## src/rtl/servo_seq_sched.sv

```systemverilog
// Frame scheduler and slew limiter for the servo PWM bank.
// Holds one target per channel (host valid/ready writes) and, once per frame,
// walks all channels one per cycle moving each current position toward its target.
// Optional feature macro: SERVO_SEQ_SLEW_EN (defined: slew-limited by STEP per frame;
// undefined: the walk copies target to current directly).
module servo_seq_sched #(
  parameter int unsigned SERVO_CNT    = 18,
  parameter int unsigned RESOLUTION   = 8,
  parameter int unsigned FRAME_CYCLES = 1000000,
  parameter int unsigned STEP         = 4,
  parameter int unsigned RESET_POS    = 128,
  localparam int unsigned ADDR_W      = $clog2(SERVO_CNT)
) (
  input  logic                            clk,
  input  logic                            res,
  input  logic                            wr_valid,
  output logic                            wr_ready,
  input  logic [ADDR_W-1:0]               wr_addr,
  input  logic [RESOLUTION-1:0]           wr_data,
  output logic                            wr_err,
  output logic [SERVO_CNT*RESOLUTION-1:0] servo_data,
  output logic                            frame_tick,
  output logic                            busy,
  output logic                            settled
);

  localparam int unsigned CNT_W = $clog2(FRAME_CYCLES);

`ifdef SERVO_SEQ_SLEW_EN
  localparam bit SLEW_EN = 1'b1;
`else
  localparam bit SLEW_EN = 1'b0;
`endif

  localparam logic [CNT_W-1:0]             CNT_LAST = CNT_W'(FRAME_CYCLES - 1);
  localparam logic [ADDR_W-1:0]            IDX_LAST = ADDR_W'(SERVO_CNT - 1);
  localparam logic [RESOLUTION-1:0]        POS_RST  = RESOLUTION'(RESET_POS);
  localparam logic [RESOLUTION-1:0]        STEP_U   = RESOLUTION'(STEP);
  localparam logic signed [RESOLUTION:0]   STEP_POS = $signed((RESOLUTION+1)'(STEP));
  localparam logic signed [RESOLUTION:0]   STEP_NEG = -STEP_POS;

  typedef enum logic {IDLE, UPDATE} state_t;

  state_t                  state_q;
  logic [CNT_W-1:0]        cnt_q;
  logic [ADDR_W-1:0]       idx_q;
  logic [RESOLUTION-1:0]   tgt_q [SERVO_CNT];
  logic [RESOLUTION-1:0]   cur_q [SERVO_CNT];
  logic                    wr_ready_q;
  logic                    wr_err_q;
  logic                    frame_tick_q;
  logic                    busy_q;
  logic                    settled_q;

  logic                    accept;
  logic                    addr_ok;
  logic                    frame_wrap;
  logic [CNT_W-1:0]        cnt_d;
  logic [RESOLUTION-1:0]   cur_sel;
  logic [RESOLUTION-1:0]   tgt_sel;
  logic signed [RESOLUTION:0] diff;
  logic [RESOLUTION-1:0]   slewed;
  logic [RESOLUTION-1:0]   cur_d;
  logic                    all_eq_d;

  assign accept     = wr_valid && wr_ready_q;
  assign addr_ok    = 32'(wr_addr) < SERVO_CNT;
  assign frame_wrap = (cnt_q == CNT_LAST);
  assign cnt_d      = frame_wrap ? '0 : cnt_q + CNT_W'(1);

  // Next value for the channel being walked: step toward target without overshoot.
  always_comb begin
    cur_sel = cur_q[idx_q];
    tgt_sel = tgt_q[idx_q];
    diff    = $signed({1'b0, tgt_sel}) - $signed({1'b0, cur_sel});
    slewed  = tgt_sel;
    if (diff > STEP_POS) begin
      slewed = cur_sel + STEP_U;
    end else if (diff < STEP_NEG) begin
      slewed = cur_sel - STEP_U;
    end
    cur_d = SLEW_EN ? slewed : tgt_sel;
  end

  // Compare every current position with its target.
  always_comb begin
    all_eq_d = 1'b1;
    for (int i = 0; i < int'(SERVO_CNT); i++) begin
      if (cur_q[i] != tgt_q[i]) all_eq_d = 1'b0;
    end
  end

  // Frame counter, host writes, update walk FSM and registered outputs.
  always_ff @(posedge clk) begin
    if (res) begin
      state_q      <= IDLE;
      cnt_q        <= '0;
      idx_q        <= '0;
      wr_ready_q   <= 1'b1;
      wr_err_q     <= 1'b0;
      frame_tick_q <= 1'b0;
      busy_q       <= 1'b0;
      settled_q    <= 1'b1;
      for (int i = 0; i < int'(SERVO_CNT); i++) begin
        tgt_q[i] <= POS_RST;
        cur_q[i] <= POS_RST;
      end
    end else begin
      cnt_q     <= cnt_d;
      wr_err_q  <= accept && !addr_ok;
      settled_q <= all_eq_d;
      if (accept && addr_ok) tgt_q[wr_addr] <= wr_data;
      case (state_q)
        IDLE: begin
          frame_tick_q <= 1'b0;
          if (frame_wrap) begin
            state_q      <= UPDATE;
            idx_q        <= '0;
            busy_q       <= 1'b1;
            wr_ready_q   <= 1'b0;
            frame_tick_q <= 1'b1;
          end
        end
        UPDATE: begin
          cur_q[idx_q] <= cur_d;
          frame_tick_q <= 1'b0;
          if (idx_q == IDX_LAST) begin
            state_q    <= IDLE;
            idx_q      <= '0;
            busy_q     <= 1'b0;
            wr_ready_q <= 1'b1;
          end else begin
            idx_q <= idx_q + ADDR_W'(1);
          end
        end
        default: state_q <= IDLE;
      endcase
    end
  end

  // Flatten current positions onto the PWM bank bus.
  for (genvar g = 0; g < int'(SERVO_CNT); g++) begin : g_pack
    assign servo_data[g*RESOLUTION +: RESOLUTION] = cur_q[g];
  end

  assign wr_ready   = wr_ready_q;
  assign wr_err     = wr_err_q;
  assign frame_tick = frame_tick_q;
  assign busy       = busy_q;
  assign settled    = settled_q;

endmodule
```

## config.mk

```make
export PLATFORM = sky130hd
export DESIGN_NAME = servo_seq_sched
export DESIGN_NICKNAME = d
export VERILOG_FILES = /design/src/rtl/servo_seq_sched.sv
export SDC_FILE = /design/constraint.sdc
export NUM_CORES = 1
export LEC_CHECK = 0
export ABC_AREA = 1
export BUFFER_PORTS_ARGS = -buffer_cell sky130_fd_sc_hd__buf_2
export CORE_UTILIZATION = 57
export CTS_BUF_LIST = sky130_fd_sc_hd__clkbuf_4 sky130_fd_sc_hd__clkbuf_8 sky130_fd_sc_hd__clkbuf_16
export DETAILED_ROUTE_END_ITERATION = 10
export PLACE_DENSITY = 0.77
export SLEW_MARGIN = 20
export SYNTH_ARGS = -nofsm -noshare
export SYNTH_HDL_FRONTEND = slang
export SYNTH_SLANG_ARGS = --single-unit
```

## constraint.sdc

```tcl
create_clock -name clk -period 2.6 [get_ports clk]
set_input_delay 0 -clock clk [delete_from_list [all_inputs] [get_ports clk]]
set_output_delay 0 -clock clk [all_outputs]
set_load 0.01 [all_outputs]
```

==> metrics.txt <==
# TYPE chip_impl_metric gauge
chip_impl_info{name="outcome",value="finished, final reports clean"} 1
chip_impl_metric{name="portBuffers",unit=""} 164
chip_impl_metric{name="cts_max_path_buffers",unit=""} 3
chip_impl_metric{name="power_per_cell_area",unit="nW/um^2"} 639
chip_impl_metric{name="grt_antenna_before_repair",unit=""} 0
chip_impl_info{name="timing.hold.worst.class",value="in2reg"} 1
chip_impl_metric{name="maxSlewHeadroom",unit="%"} 48.4
chip_impl_metric{name="peakVddDrop",unit="mV"} 0.543
chip_impl_metric{name="drc",unit=""} 0
chip_impl_info{name="worstSetupEndpointType",value="register"} 1
chip_impl_metric{name="detailroute.via_count",unit=""} 16580
chip_impl_metric{name="firstDrtPassIters",unit=""} 6
chip_impl_metric{name="ys_seq_elements",unit=""} 436
chip_impl_metric{name="pin_count",unit=""} 165
chip_impl_metric{name="detail_route.iter0.violations",unit=""} 2275
chip_impl_metric{name="tritoncts.num_buffers",unit=""} 45
chip_impl_metric{name="post_synth_num_cell_types",unit=""} 40
chip_impl_info{name="top_usage_layer",value="met2"} 1
chip_impl_info{name="tritoncts",value="built"} 1
chip_impl_metric{name="timing.setup.tns",unit="ns"} 0
chip_impl_metric{name="first_global_vias",unit=""} 15587
chip_impl_metric{name="max_cap_viol_count",unit=""} 0
chip_impl_metric{name="clk_pin_slew",unit="ns"} 0.06
chip_impl_metric{name="gp_congestion",unit=""} 1.05
chip_impl_metric{name="postSynth.asyncResetShare",unit="%"} 0
chip_impl_metric{name="timing.final.max_slew_violations",unit=""} 0
chip_impl_metric{name="drt-vias-per-instance",unit=""} 5.76
chip_impl_info{name="grt_setup_unrepaired",value="no"} 1
chip_impl_metric{name="period_share",unit="%"} 94.7
chip_impl_metric{name="worstSkewPairLatency",unit="ns"} 0.56
chip_impl_metric{name="hold_viol",unit=""} 0
chip_impl_metric{name="arrival",unit="ns"} 2.70
chip_impl_metric{name="die_y",unit="um"} 190
chip_impl_metric{name="leakagePower",unit="nW"} 9.56
chip_impl_info{name="final_cell_mix",value="sky130_fd_sc_hd__nand2_1 (544), sky130_fd_sc_hd__edfxtp_1 (400), sky130_fd_sc_hd__nor2_1 (330), sky130_fd_sc_hd__nand3_1 (202), sky130_fd_sc_hd__inv_1 (179)"} 1
chip_impl_metric{name="clock-skew-final",unit="ns"} 0.0175
chip_impl_metric{name="grt_use_met3",unit="%"} 8.91
chip_impl_metric{name="mapped_cell_area",unit="sq um"} 20200
chip_impl_metric{name="critPathRequiredTime",unit="ns"} 2.84
chip_impl_metric{name="nets",unit=""} 2411
chip_impl_metric{name="synth-edff-count",unit=""} 400
chip_impl_metric{name="syn2layout_area_growth",unit="%"} 18.2
chip_impl_metric{name="finalWorstPathRequiredPeriod",unit="ns"} 2.46
chip_impl_info{name="cts_root_buffer",value="sky130_fd_sc_hd__clkbuf_16"} 1
chip_impl_metric{name="timing_worst_slew_pin_value",unit="ns"} 0.774
chip_impl_metric{name="mapped_avg_cell_area",unit="sq um"} 9.77
chip_impl_metric{name="synth-seq-area-share",unit="%"} 63.2
chip_impl_metric{name="buffers_inserted_by_post_cts_timing_repair",unit=""} 0
chip_impl_metric{name="met1_usage_grt",unit="%"} 49.7
chip_impl_metric{name="cts_num_sinks",unit=""} 436
chip_impl_metric{name="htree_num_levels",unit=""} 2
chip_impl_info{name="netlist.top_cell.by_area",value="sky130_fd_sc_hd__edfxtp_1"} 1
chip_impl_metric{name="hpwl",unit="um"} 46700
chip_impl_metric{name="antennaDiodeCount",unit=""} 0
chip_impl_metric{name="timing.hold.worst_path_depth",unit=""} 4
chip_impl_info{name="setup.worst_path.class",value="reg2reg"} 1
chip_impl_metric{name="die_w",unit="um"} 190
chip_impl_metric{name="timing.reg2reg.worst_path_depth",unit=""} 8
chip_impl_metric{name="detail-route-antenna-nets",unit=""} 0
chip_impl_metric{name="global_route.usage.total",unit="%"} 36.3
chip_impl_metric{name="n_fill_cell",unit=""} 2666
chip_impl_metric{name="totalWireLength",unit="um"} 64800
chip_impl_info{name="worstSetupStartpointType",value="register"} 1
chip_impl_metric{name="globalRoute.totalOverflow",unit=""} 0
chip_impl_metric{name="multi_input_area",unit="sq um"} 6800
chip_impl_info{name="synth_area_leaders",value="sky130_fd_sc_hd__edfxtp_1 (60%), sky130_fd_sc_hd__nand2_1 (10%), sky130_fd_sc_hd__nor2_1 (6.2%), sky130_fd_sc_hd__nand3_1 (5.0%), sky130_fd_sc_hd__xnor2_1 (4.2%)"} 1
chip_impl_metric{name="path_max_fanout",unit=""} 9
chip_impl_metric{name="grt_max_degree",unit=""} 57
chip_impl_metric{name="report.final.setup_viol",unit=""} 0
chip_impl_metric{name="grtUsageMet2",unit="%"} 55.1
chip_impl_metric{name="synthCells",unit=""} 2064
chip_impl_info{name="postSynth.topFlopCell",value="sky130_fd_sc_hd__edfxtp_1"} 1
chip_impl_metric{name="fmaxAchievable",unit="MHz"} 406
chip_impl_metric{name="fraction_of_layout_cells_with_a_size_suffix_above_1",unit="%"} 14.4
chip_impl_metric{name="post-synth-top-area-fraction",unit="%"} 59.6
chip_impl_metric{name="yosysWarnings",unit=""} 0
chip_impl_metric{name="grt_pass1_wl",unit="um"} 94900
chip_impl_metric{name="placeableCoreArea",unit="sq um"} 34600
chip_impl_metric{name="start_util",unit="%"} 58.2
chip_impl_metric{name="layout.area.seq",unit="sq um"} 12700
chip_impl_metric{name="die_area",unit="sq um"} 36100
chip_impl_metric{name="final_util",unit="%"} 68.8
chip_impl_metric{name="floorplan.rows",unit=""} 68
chip_impl_metric{name="route.detailed.wl_per_inst",unit="um"} 22.5
chip_impl_info{name="layout_commonest_cell",value="sky130_fd_sc_hd__nand2_1"} 1
## flip-flops by register name, summed over array words and instances (netlist names), named ones only
| register | count |
|---|---|
| state_q | 1 |
| busy | 1 |
| cur_q | 144 |
| wr_err | 1 |
| idx_q | 5 |
| wr_ready | 1 |
| tgt_q | 256 |
| cnt_q | 20 |
| settled | 1 |
| frame_tick | 1 |
## stage by stage
step / total power, W / setup slack (ns) / hold WS (ns) / cell area, sq um / std cells
3_3_place_gp: 0.00890 / 0.192 / 0.324 / 22300 / 2792
2_1_floorplan: 0.00855 / 0.611 / 0.143 / 20600 / 2175
6_report: 0.0152 / 0.139 / 0.00849 / 23800 / 2880
3_5_place_dp: 0.00891 / 0.156 / 0.330 / 22300 / 2792
5_1_grt: 0.0156 / 0.0268 / 0.0286 / 23800 / 2880
4_1_cts: 0.0152 / 0.128 / 0.00195 / 23800 / 2880
## critical path: stages, from the launching register on
cell and delay, ns:
sky130_fd_sc_hd__dfxtp_1 0.34, sky130_fd_sc_hd__nand2_1 0.08, sky130_fd_sc_hd__nor2_1 0.22, sky130_fd_sc_hd__nand2_4 0.15, sky130_fd_sc_hd__inv_2 0.17, sky130_fd_sc_hd__nand3_1 0.22
sky130_fd_sc_hd__inv_1 0.35, sky130_fd_sc_hd__nand2_1 0.32, sky130_fd_sc_hd__nand2_2 0.30
## layer usage
layer | wire, um | share of wire [%]
met3 | 8860 | 14
met1 | 24100 | 37
met5 | 0 | 0
met4 | 3260 | 5.0
met2 | 28600 | 44
## path summary, 6_finish.rpt
check,slack [ns],end,startpoint
worst min-delay path,0.008,tgt_q[12][7],wr_addr[1]
worst min register to register,0.47,busy,busy
worst max register to register,0.14,tgt_q[9][3],wr_ready
worst max-delay path,0.14,tgt_q[9][3],wr_ready
## layout make-up
type                    instances  share of cell area [%]
clock buffers                  53                    4.98
multi-input cells            1476                    28.6
repair buffers                246                    6.59
flip-flops and latches        436                    53.5
inverters                     187                    2.95
well taps                     455                    2.39
clock inverters                27                    1.09
## cells in the mapped netlist, types with 7 or more instances
library cell / n
sky130_fd_sc_hd__nand2_1: 547
sky130_fd_sc_hd__edfxtp_1: 400
sky130_fd_sc_hd__nor2_1: 331
sky130_fd_sc_hd__nand3_1: 202
sky130_fd_sc_hd__inv_1: 180
sky130_fd_sc_hd__xnor2_1: 97
sky130_fd_sc_hd__a21oi_1: 43
sky130_fd_sc_hd__o21ai_0: 42
sky130_fd_sc_hd__dfxtp_1: 36
sky130_fd_sc_hd__clkbuf_1: 32
sky130_fd_sc_hd__buf_2: 31
sky130_fd_sc_hd__nand4_1: 22
sky130_fd_sc_hd__nor3_1: 14
sky130_fd_sc_hd__o211ai_1: 14
sky130_fd_sc_hd__buf_1: 7
sky130_fd_sc_hd__nand3_2: 7
## cells by family after synthesis
kind of cell               share of synthesized area (%)
AOI/OAI and AO/OA                                   2.92
xor gates and xnor gates                            4.43
adders and majority gates                          0.186
buffers and inverters                               5.20
DFF                                                 63.2
other                                             0.0186
and+or+nand+nor                                     24.1
## repair_timing
action | CTS | global route
setup endpoints to repair | 0 | 25
resized for setup | 0 | 4
hold buffers | 8 | 0
endpoints found under the hold margin | 19 | 0
## where the power goes
group	leakage [nW]	internal (W)	switching (W)
clock network	0.706	0.00375	0.00267
logic	4.58	0.000226	0.000535
registers	4.28	0.00788	0.000174
Power figures use the tool's default switching activity.
